**config.mk**
```make
export PLATFORM = sky130hd
export DESIGN_NAME = vec_mem_unit
export DESIGN_NICKNAME = d
export VERILOG_FILES = /design/src/rtl/geva_vec_pkg.sv /design/src/rtl/vec_mem_addr_gen.sv /design/src/rtl/vec_mem_unit.sv
export SDC_FILE = /design/constraint.sdc
export NUM_CORES = 1
export LEC_CHECK = 0
export ABC_CLOCK_PERIOD_IN_PS = 2300
export CORE_UTILIZATION = 47
export DETAILED_ROUTE_END_ITERATION = 8
export PLACE_DENSITY = 0.82
export SETUP_SLACK_MARGIN = 0.1
export SYNTH_ARGS = -nofsm -noshare
export SYNTH_HDL_FRONTEND = slang
export SYNTH_SLANG_ARGS = --single-unit
```
**constraint.sdc**
```tcl
create_clock -name clk -period 2.3 [get_ports clk]
set_clock_uncertainty 0.05 [all_clocks]
set_input_delay 0.23 -clock clk [delete_from_list [all_inputs] [get_ports clk]]
set_output_delay 0.23 -clock clk [all_outputs]
set_load 0.05 [all_outputs]
```
**src/rtl/geva_vec_pkg.sv**
```systemverilog
// geva_vec_pkg: shared vector sizes, memory opcodes and memory-unit states
package geva_vec_pkg;
  localparam int LANES = 8;
  localparam int ELEM_W = 8;
  localparam int ADDR_W = 16;
  localparam int LANE_W = $clog2(LANES);
  typedef enum logic [1:0] {
    MEM_GV = 2'b00,
    MEM_GE = 2'b01,
    MEM_CV = 2'b10,
    MEM_CE = 2'b11
  } mem_op_e;
  typedef enum logic [1:0] {IDLE, ISSUE, DRAIN, DONE} vmu_state_e;
endpackage

```
**src/rtl/vec_mem_addr_gen.sv**
```systemverilog
// vec_mem_addr_gen: lane counter with wrapping element address
module vec_mem_addr_gen
  import geva_vec_pkg::*;
(
  input  logic              clk,
  input  logic              rst_n,
  input  logic              load,
  input  logic              step,
  input  logic [ADDR_W-1:0] base,
  input  logic [LANE_W-1:0] last_idx,
  output logic [ADDR_W-1:0] addr,
  output logic [LANE_W-1:0] lane,
  output logic              last
);
  logic [ADDR_W-1:0] base_q;
  always_ff @(posedge clk) begin
    if (!rst_n) begin
      base_q <= '0;
      lane <= '0;
    end else if (load) begin
      base_q <= base;
      lane <= '0;
    end else if (step && !last) begin
      lane <= lane + 1'b1;
    end
  end
  // The counter parks on the final lane so the address holds after the transfer
  assign addr = base_q + ADDR_W'(lane);
  assign last = lane == last_idx;
endmodule

```
**src/rtl/vec_mem_unit.sv**
```systemverilog
// vec_mem_unit: sequences vector/scalar loads and stores over a single-port RAM
module vec_mem_unit
  import geva_vec_pkg::*;
(
  input  logic                    clk,
  input  logic                    rst_n,
  input  logic                    mem_st,
  input  logic [1:0]              mem_op,
  input  logic [ADDR_W-1:0]       base_addr,
  input  logic [LANES*ELEM_W-1:0] vec_wdata,
  input  logic [ELEM_W-1:0]       esc_wdata,
  output logic                    mem_rdy,
  output logic [LANES*ELEM_W-1:0] vec_rdata,
  output logic [ELEM_W-1:0]       esc_rdata,
  output logic [ADDR_W-1:0]       ram_addr,
  output logic [ELEM_W-1:0]       ram_wdata,
  output logic                    ram_we,
  output logic                    ram_re,
  input  logic [ELEM_W-1:0]       ram_rdata
);
  vmu_state_e state, state_d;
  mem_op_e op_q;
  logic [LANES*ELEM_W-1:0] vwd_q, shadow, merged;
  logic [ELEM_W-1:0] ewd_q;
  logic [LANE_W-1:0] lane, lane_q, last_idx;
  logic accept, is_load, is_vec, last, re_q;
  assign accept = mem_st && (state == IDLE || state == DONE);
  assign is_load = op_q[1];
  assign is_vec = !op_q[0];
  assign last_idx = is_vec ? LANE_W'(LANES - 1) : '0;
  vec_mem_addr_gen u_addr (
    .clk(clk),
    .rst_n(rst_n),
    .load(accept),
    .step(state == ISSUE),
    .base(base_addr),
    .last_idx(last_idx),
    .addr(ram_addr),
    .lane(lane),
    .last(last)
  );
  always_ff @(posedge clk) begin
    if (!rst_n) begin
      state <= IDLE;
      op_q <= MEM_GV;
      vwd_q <= '0;
      ewd_q <= '0;
    end else begin
      state <= state_d;
      if (accept) begin
        op_q <= mem_op_e'(mem_op);
        vwd_q <= vec_wdata;
        ewd_q <= esc_wdata;
      end
    end
  end
  always_comb begin
    state_d = accept ? ISSUE
            : state == ISSUE ? (last ? (is_load ? DRAIN : DONE) : ISSUE)
            : state == DRAIN ? DONE : IDLE;
  end
  assign ram_we = state == ISSUE && !is_load;
  assign ram_re = state == ISSUE && is_load;
  assign ram_wdata = is_vec ? vwd_q[int'(lane)*ELEM_W +: ELEM_W] : ewd_q;
  assign mem_rdy = state == DONE;
  // The final element arrives during DRAIN, so fold it in while publishing
  always_comb begin
    merged = shadow;
    merged[int'(lane_q)*ELEM_W +: ELEM_W] = ram_rdata;
  end
  always_ff @(posedge clk) begin
    if (!rst_n) begin
      re_q <= 1'b0;
      lane_q <= '0;
      shadow <= '0;
      vec_rdata <= '0;
      esc_rdata <= '0;
    end else begin
      re_q <= ram_re;
      lane_q <= lane;
      if (re_q) shadow[int'(lane_q)*ELEM_W +: ELEM_W] <= ram_rdata;
      if (state == DRAIN && is_vec) vec_rdata <= merged;
      if (state == DRAIN && !is_vec) esc_rdata <= ram_rdata;
    end
  end
endmodule

```
* Word-level counts from Yosys, hierarchy flattened *
Cells that the tools add are included.

cells by class
  add/sub/neg operators = 3
  equal/unequal tests = 4
  shifts and indexed selects = 3
  multiplexer cells = 8
  bitwise logic cells = 1
  reduce and logical (&&, ||, !) cells = 12

operators with widths
  kind                       number
  $bwmux W64                 1
  $shift A8 B33 Y64 const A  1
  $shiftx A64 B7 Y8          1
  $shiftx A8 B33 Y64         1
  $neg A6 Y33                1
  $add A16 B3 Y16            1
  $mux W8                    1
  $logic_and A1 B1 Y1        6
  $mux W2                    3
  $eq A2 B2 Y1 const B       2
  $add A3 B1 Y3 const B      1
  $eq A3 B3 Y1               1
  $logic_not A1 Y1           3
  $mux W3                    1
  $eq A2 B1 Y1 const B       1
  $logic_not A2 Y1           1
  $mux W1                    2
  $reduce_or A2 Y1           1
  $logic_or A1 B1 Y1         1
  $not A1 Y1                 1

storage, ports and cells
  register bits = 235
  input port bits = 101
  output and inout bits = 99
  logic and storage cells = 43

* Longest topological paths before layout *
Gate-level depths: netlist of run 1.

  word-level depth = 5
  gate-level depth with buffers = 10
  gate-level depth less buffers = 7

* Hierarchy *
From an unflattened synthesis of run 1, not the netlist that was laid out.

second synthesis, totals
  cells, all modules = 1294
  area, all modules = 10819.1 µm²

modules (own cells, without submodules)
  module            instances  cells an instance  area an instance (µm²)  seq. area each (µm²)
  vec_mem_unit      1          1175               9681.8                  4324.1
  vec_mem_addr_gen  1          119                1137.3                  380.4

* Worst setup path before layout of run 1 *
Ideal clock, no wire load.

  path type = flip-flop to output port
  start = register u_addr.lane[1]
  end = output ram_addr[15]
  data arrival time = 2172 ps
  path slack = -152 ps
  cell stages (with the launch flop) = 6
  buffers on the path = 0
  cells stage by stage = dfxtp_1 ha_1 a211oi_1 nor3_1 nand4_1 xnor2_1

between the ends
  word-level cells in the longest chain between the ends = 1

ends and longest elaborated chain
  item                    line                    source
  from (decl)             vec_mem_addr_gen.sv:12  output logic [LANE_W-1:0] lane,
  from (signal assigned)  vec_mem_addr_gen.sv:24  lane <= lane + 1'b1;
  $add A16 B3 Y16         vec_mem_addr_gen.sv:28  assign addr = base_q + ADDR_W'(lane);
  to (decl)               vec_mem_unit.sv:15      output logic [ADDR_W-1:0] ram_addr,

Every way passes these cells.

* Worst setup path in the final report of run 1 *
  start = register u_addr.lane[0]
  end = output ram_addr[14]

Same word-level chain as after synthesis.

==> results of run 1 <==
## per-stage QoR
step	TNS (ps)	power (mW)	cells	area, um2	utilization (%)
2_1_floorplan	0	6.53	1135	10100	-
3_3_place_gp	0	7.53	1562	12600	61.3
3_5_place_dp	-14.3	7.59	1562	12600	61.3
4_1_cts	-2240	11.3	1606	13500	65.7
5_1_grt	-3360	11.8	1607	13600	66.2
6_report	-1780	11.3	1607	13600	66.2
## report_power, final
| group | internal (mW) | switching [mW] |
|---|---|---|
| logic | 1.20 | 1.79 |
| registers | 4.41 | 0.224 |
| clock network | 2.14 | 1.56 |
| total | 7.75 | 3.57 |
## cells in the mapped netlist, types with 3 or more instances
cell	instances	area share, %
a31oi_1	6	0.38
nor3b_1	5	0.38
mux4_2	16	3.6
nand2_1	247	9.3
inv_1	5	0.19
and3_1	5	0.31
nor3_1	8	0.40
nand2b_1	9	0.56
and2_1	11	0.69
buf_2	13	0.65
ha_1	10	1.3
buf_1	8	0.30
a211oi_1	29	2.2
xor2_1	5	0.44
clkbuf_1	66	2.5
nor2_1	83	3.1
dfxtp_1	235	47
o21ai_0	33	1.7
xnor2_1	11	0.96
nor2b_1	10	0.63
a21o_1	9	0.68
and3b_1	3	0.26
mux2i_1	110	11
a211oi_2	8	1.0
nand3_1	26	1.3
nand4_1	6	0.38
a21oi_1	139	7.0
## cells by family (layout without fill, tap and decap cells)
logic type	after synthesis	count (layout)	synth area share, %
xor+xnor	16	16	1.40
flops	235	235	47.1
fa+ha+maj	11	11	1.45
compound gates	226	226	13.0
mux	126	126	14.6
simple gates	424	424	18.4
buf+inv	97	299	3.98
## layout make-up
| class | count | area, um2 |
|---|---|---|
| Fill cell | 1663 | 6950 |
| Multi-Input combinational cell | 803 | 5130 |
| Sequential cell | 235 | 4720 |
| Inverter | 7 | 36.3 |
| Timing Repair Buffer | 250 | 2640 |
| Clock inverter | 7 | 37.5 |
| Tap cell | 270 | 338 |
| Clock buffer | 35 | 713 |
## timing repair
item,CTS,global route
setup buffers,1,0
hold endpoints to repair,0,0
pin swaps,11,15
resized for setup,30,25
setup endpoints to repair,37,45
cloned,1,1
## flip-flops by register name, summed over array words and instances, names as in the netlist
register and flops:
vwd_q 64, vec_rdata 64, u_addr.base_q 16, esc_rdata 8, re_q 1, op_q 2
ewd_q 8, shadow 64, u_addr.lane 3, state 2, lane_q 3
## worst reg2reg max path: cells and delay by family (launching register included)
kind | cells | cell delay (ps)
fa+ha+maj | 2 | 550
simple gates | 2 | 380
flops | 1 | 370
buf+inv | 2 | 290
mux | 1 | 220
compound gates | 1 | 90
## final timing paths
| path | startpoint | end | slack [ps] | cells after the start |
|---|---|---|---|---|
| setup / recovery | u_addr.lane[0]$_SDFFE_PP0P_ | ram_addr[14] | -170 | 7 |
| hold / removal | rst_n | vec_rdata[0]$_SDFFE_PN0P_ | 60 | 3 |
| setup reg to reg | lane_q[0]$_SDFF_PN0_ | vec_rdata[18]$_SDFFE_PN0P_ | 220 | 8 |
| hold reg to reg | vwd_q[17]$_SDFFE_PN0P_ | vwd_q[17]$_SDFFE_PN0P_ | 400 | 2 |
## metal layers
metal	GRT usage (%)	wire (um)	share of wire (%)	up-vias
met1	29.6	10900	41	4029
met3	4.60	1630	6.1	45
met5	0	0	0	-
met4	6.91	668	2.5	0
met2	42.1	13500	51	264
li1	-	-	-	4246
==> impl_results.md, run 1 <==
* CTS buffer count at 24
* Worst slew margin at around three fifths
* Critical path class: reg -> out
* Crit-path max FO at 5
* PwrDens at approximately 830 mW/mm2
* Clk_lat worst skew at ~510 ps
* CP Data Arrival Time at about 2200 ps
* Final Cycle Share at 107%
* Die area at ~0.022 mm2
* Max cap viols at 0
* Root Buffer: clkbuf_16
* Vias in the first global route at 8,175
* Ant diodes at 0
* Critical Path Sink Type: primary output
* H-tree levels at 1
* Mapped Cells at ~1.1k
* CTS Sinks at 235
* Commonest non-fill, non-tap cell in the layout: nand2_1
* Crit path buffers/inverters at 1
* Wire per inst at around 17 um
* Slew Limit Fails at 0
* Ys flop type: dfxtp_1
* Startpoint types: register
* Via Count at around 8.6k
* Die W at around 150 um
* Final nets at 1,433
* Initial antenna violation count at 0
* YS warnings at 0
* Asr flop ratio synth at 0%
* Post-synthesis area per instance at between 8 and 9 um2
* Worst Hold Class: in -> reg
* EDFF count, synth at 0
* Area Growth Syn to Fin at 36.3%
* Slowest stage cell, crit path: dfxtp_4
* Wirelength, routed at 26,700 um
* TritonCTS clock tree: built
* Initial drt markers at 494
* Count of final setup violators at 20
* Pre-CTS WS at -11.7 ps
* Syn nets at between 1k and 1.5k
* Dpl hpwl at 18,200 um
* Num rows at 52
* First-pass detailed-route iteration total at 6
* # port buffers at 199
* Core area at 0.0206 mm2
* Failing checks: negative setup slack
* Hold slack final at 64.5 ps
* Global-route wire length before repair at between 40,000 and 50,000 um
* DRT antenna net count at 0
* Residual DRC count at 0
* RePlAce Congestion at 0.831
* CTS Hold Bufs at 0
* Critical Path RT at between 2000 and 2500 ps
* Share of cells above drive strength 1 at about 14%
* Clock slew at reported path FFs at around 60 ps
* Largest net degree at the start of global routing at between 100 and 150
* Initial Utilization at approximately half
* Cell family with most CP delay: adder cells
* Worst-path cell chain: ha_4 -> fa_2 -> a21oi_4 -> nor2_4 -> nand4_1 -> xnor2_2 -> buf_12
* GRT overflow at 0
* Least-Margin Pin Slew at 589 ps
* Leakage at 5.23 nW
* Vert. Die Dim at about 150 um
* Maximum vdd drop at roughly 0.65 mV
* Outcome: finished, violations left
* Clock Path Buffers at 3
* Min cycle time layout at 2470 ps
* Seq/Total Area, Yosys at 47.1%
* Yosys reg bits at roughly 240
* Gr usage total at between 20% and 30%
* Synth Cell Area at between 0.009 and 0.01 mm2
* Setup WS post-layout at -171 ps
* IO Count at 200
* Final hold vios at 0
* Unrepaired setup endpoints after global routing: true
* CP max stage delay at 390 ps
* Vias per inst at 5.34
* Most frequent cells in the layout: nand2_1, dfxtp_1, clkdlybuf4s50_1, a21oi_1, mux2i_1
* Distinct cell type count after synthesis at between 40 and 50
* Max frequency at about 400 MHz
No activity file was read; power rests on OpenSTA's default activity.
==> run 2, diff against run 1 <==
Settings changed: SKIP_LAST_GASP set to 1.
==> run 2 against run 1 <==
  * The flow still finishes with violations (negative setup slack)
  * Worst setup slack improved by 4.8 ps
  * Utilization increased by 0.45 points
  * Clock power about the same
  * Global-route usage about the same
  * Flip-flop and latch count unchanged
  * Hold slack improved by 0.70 ps
  * Combinational power increased by 1%
  * Maximum frequency increased by 0.20%
  * Non-clock buffer count increased by 6
  * Wire length increased by 0.22%
  * Critical path type unchanged
  * Largest cell class unchanged
  * Highest routed layer unchanged
==> impl_results.md, run 2 (synthesis results as in run 1) <==
* Outcome: finished, violations left
* Failing checks: negative setup slack
* Vert. Die Dim at 148 um
* GRT met1 Usage at 29.4%
* TritonCTS clock tree: built
* Fin area at 0.0137 mm2
* M3 GR Usage at around 4.7%
* Startpoint types: register
* Slew Limit Fails at 0
* Wire per inst at between 15 and 20 um
* CP Data Arrival Time at around 2200 ps
* Unrepaired setup endpoints after global routing: true
* Core area at 0.0206 mm2
* Gr usage total at a little under a quarter
* Ant diodes at 0
* IO Count at 200
* Count of final setup violators at 21
* Die W at 148 um
* Largest registers: shadow x64, vec_rdata x64, vwd_q x64
* Busiest layer in global routing: met2
* Worst Hold Class: in -> reg
* Vias per inst at 5.31
* Area Growth Syn to Fin at 37.2%
* Met2 Use GR at approximately 42%
* Max frequency at 406 MHz
* Num rows at between 50 and 60
* Root Buffer: clkbuf_16
* Final Util at between 60 and 70%
* Dpl hpwl at 18,200 um
* Initial Utilization at around half
* Fill cells at 1,648
* Placement Cell Area at roughly 0.013 mm2
* DRT antenna net count at 0
* Clk_lat worst skew at 520 ps
* GRT overflow at 0
* RePlAce Congestion at 0.831
* Residual DRC count at 0
* Max cap viols at 0
* Final nets at between 1k and 1.5k
* First-pass detailed-route iteration total at 5
* Commonest non-fill, non-tap cell in the layout: nand2_1
* Critical Path Sink Type: primary output
* CTS Hold Bufs at 0
* CTS buffer count at 24
* Worst slew margin at 60.8%
* Final Cycle Share at 107%
* Most frequent cells in the layout: nand2_1, dfxtp_1, clkdlybuf4s50_1, a21oi_1, mux2i_1
* PwrDens at a little over 800 mW/mm2
* Critical path class: reg -> out
* Maximum vdd drop at between 0.6 and 0.7 mV
* Wirelength, routed at between 20,000 and 30,000 um
* Clock slew at reported path FFs at 60 ps
* Leakage at 5.27 nW
* Global-route wire length before repair at between 40,000 and 50,000 um
* Initial drt markers at slightly above 500
* Vias in the first global route at 8,220
* Via Count at ~8.6k
* Min cycle time layout at around 2500 ps
* Share of cells above drive strength 1 at between 10% and 20%
* Initial antenna violation count at 0
* CTS Sinks at around 240
* Crit-path max FO at 6
* Die area at between 0.02 and 0.025 mm2
* Final hold vios at 0
* Least-Margin Pin Slew at 587 ps
* Clock Path Buffers at 3
* Largest net degree at the start of global routing at 106
* H-tree levels at 1
* # port buffers at 199
* Setup WS post-layout at -166 ps
* Critical Path RT at a little over 2000 ps
-- run 2: changes by cell type in the layout (fill, tap and decap cells not counted), sizes merged --
cell,previous run,this run
buf,76,82
-- run 2: power breakdown --
group	leakage [nW]	internal [mW]	total, mW	switching (mW)
logic	2.99	1.23	3.03	1.80
clock network	0.374	2.14	3.69	1.55
registers	1.91	4.41	4.64	0.226
total	5.27	7.78	11.4	3.57
-- run 2: path summary, 6_finish.rpt --
check,from,endpoint,slack (ps),cells past startpoint
max reg2reg,lane_q[0]$_SDFF_PN0_,vec_rdata[18]$_SDFFE_PN0P_,230,8
max,u_addr.base_q[1]$_SDFFE_PN0P_,ram_addr[7],-170,7
min,rst_n,vec_rdata[0]$_SDFFE_PN0P_,70,3
min reg2reg,vwd_q[17]$_SDFFE_PN0P_,vwd_q[17]$_SDFFE_PN0P_,400,2
-- run 2: cell type report --
| class | instances | area (um2) | share of cell area (%) |
|---|---|---|---|
| multi-input combinational | 803 | 5160 | 37.7 |
| inverter | 7 | 36.3 | 0.265 |
| clock buffer | 35 | 713 | 5.21 |
| clock inverter | 7 | 37.5 | 0.274 |
| timing repair buffer | 256 | 2700 | 19.7 |
| sequential | 235 | 4720 | 34.4 |
| tap | 270 | 338 | 2.47 |
-- run 2: per-layer routing --
| layer | vias to the layer above | routed length, um | share of wire [%] |
|---|---|---|---|
| met5 | - | 0 | 0 |
| met4 | 0 | 757 | 2.8 |
| met1 | 4008 | 10900 | 41 |
| met3 | 42 | 1720 | 6.4 |
| met2 | 275 | 13300 | 50 |
| li1 | 4245 | - | - |
-- run 2: per-stage QoR --
step | power (mW) | setup TNS [ps] | hold WS (ps) | setup slack, ps | instances
2_1_floorplan | 6.53 | 0 | 316 | 75.8 | 1135
4_1_cts | 11.3 | -2710 | 52.2 | -182 | 1606
3_5_place_dp | 7.59 | -14.3 | 393 | -11.7 | 1562
6_report | 11.4 | -2110 | 65.2 | -166 | 1613
5_1_grt | 11.8 | -3650 | 66.1 | -228 | 1613
3_3_place_gp | 7.53 | 0 | 388 | 67.7 | 1562
-- run 2: critical path, stage by stage, from the launching register on --
cell and delay [ps]:
dfxtp_4 370, ha_4 270, a211oi_2 80, nor3_4 340
buf_4 180, nand3_2 80, xnor2_2 190, buf_12 160
-- run 2: what timing repair did --
| action | CTS | global route |
|---|---|---|
| resized for setup | 23 | 39 |
| setup buffers | 1 | 6 |
| setup endpoints to repair | 37 | 45 |
| pin swaps | 11 | 23 |
| gates cloned | 1 | 1 |
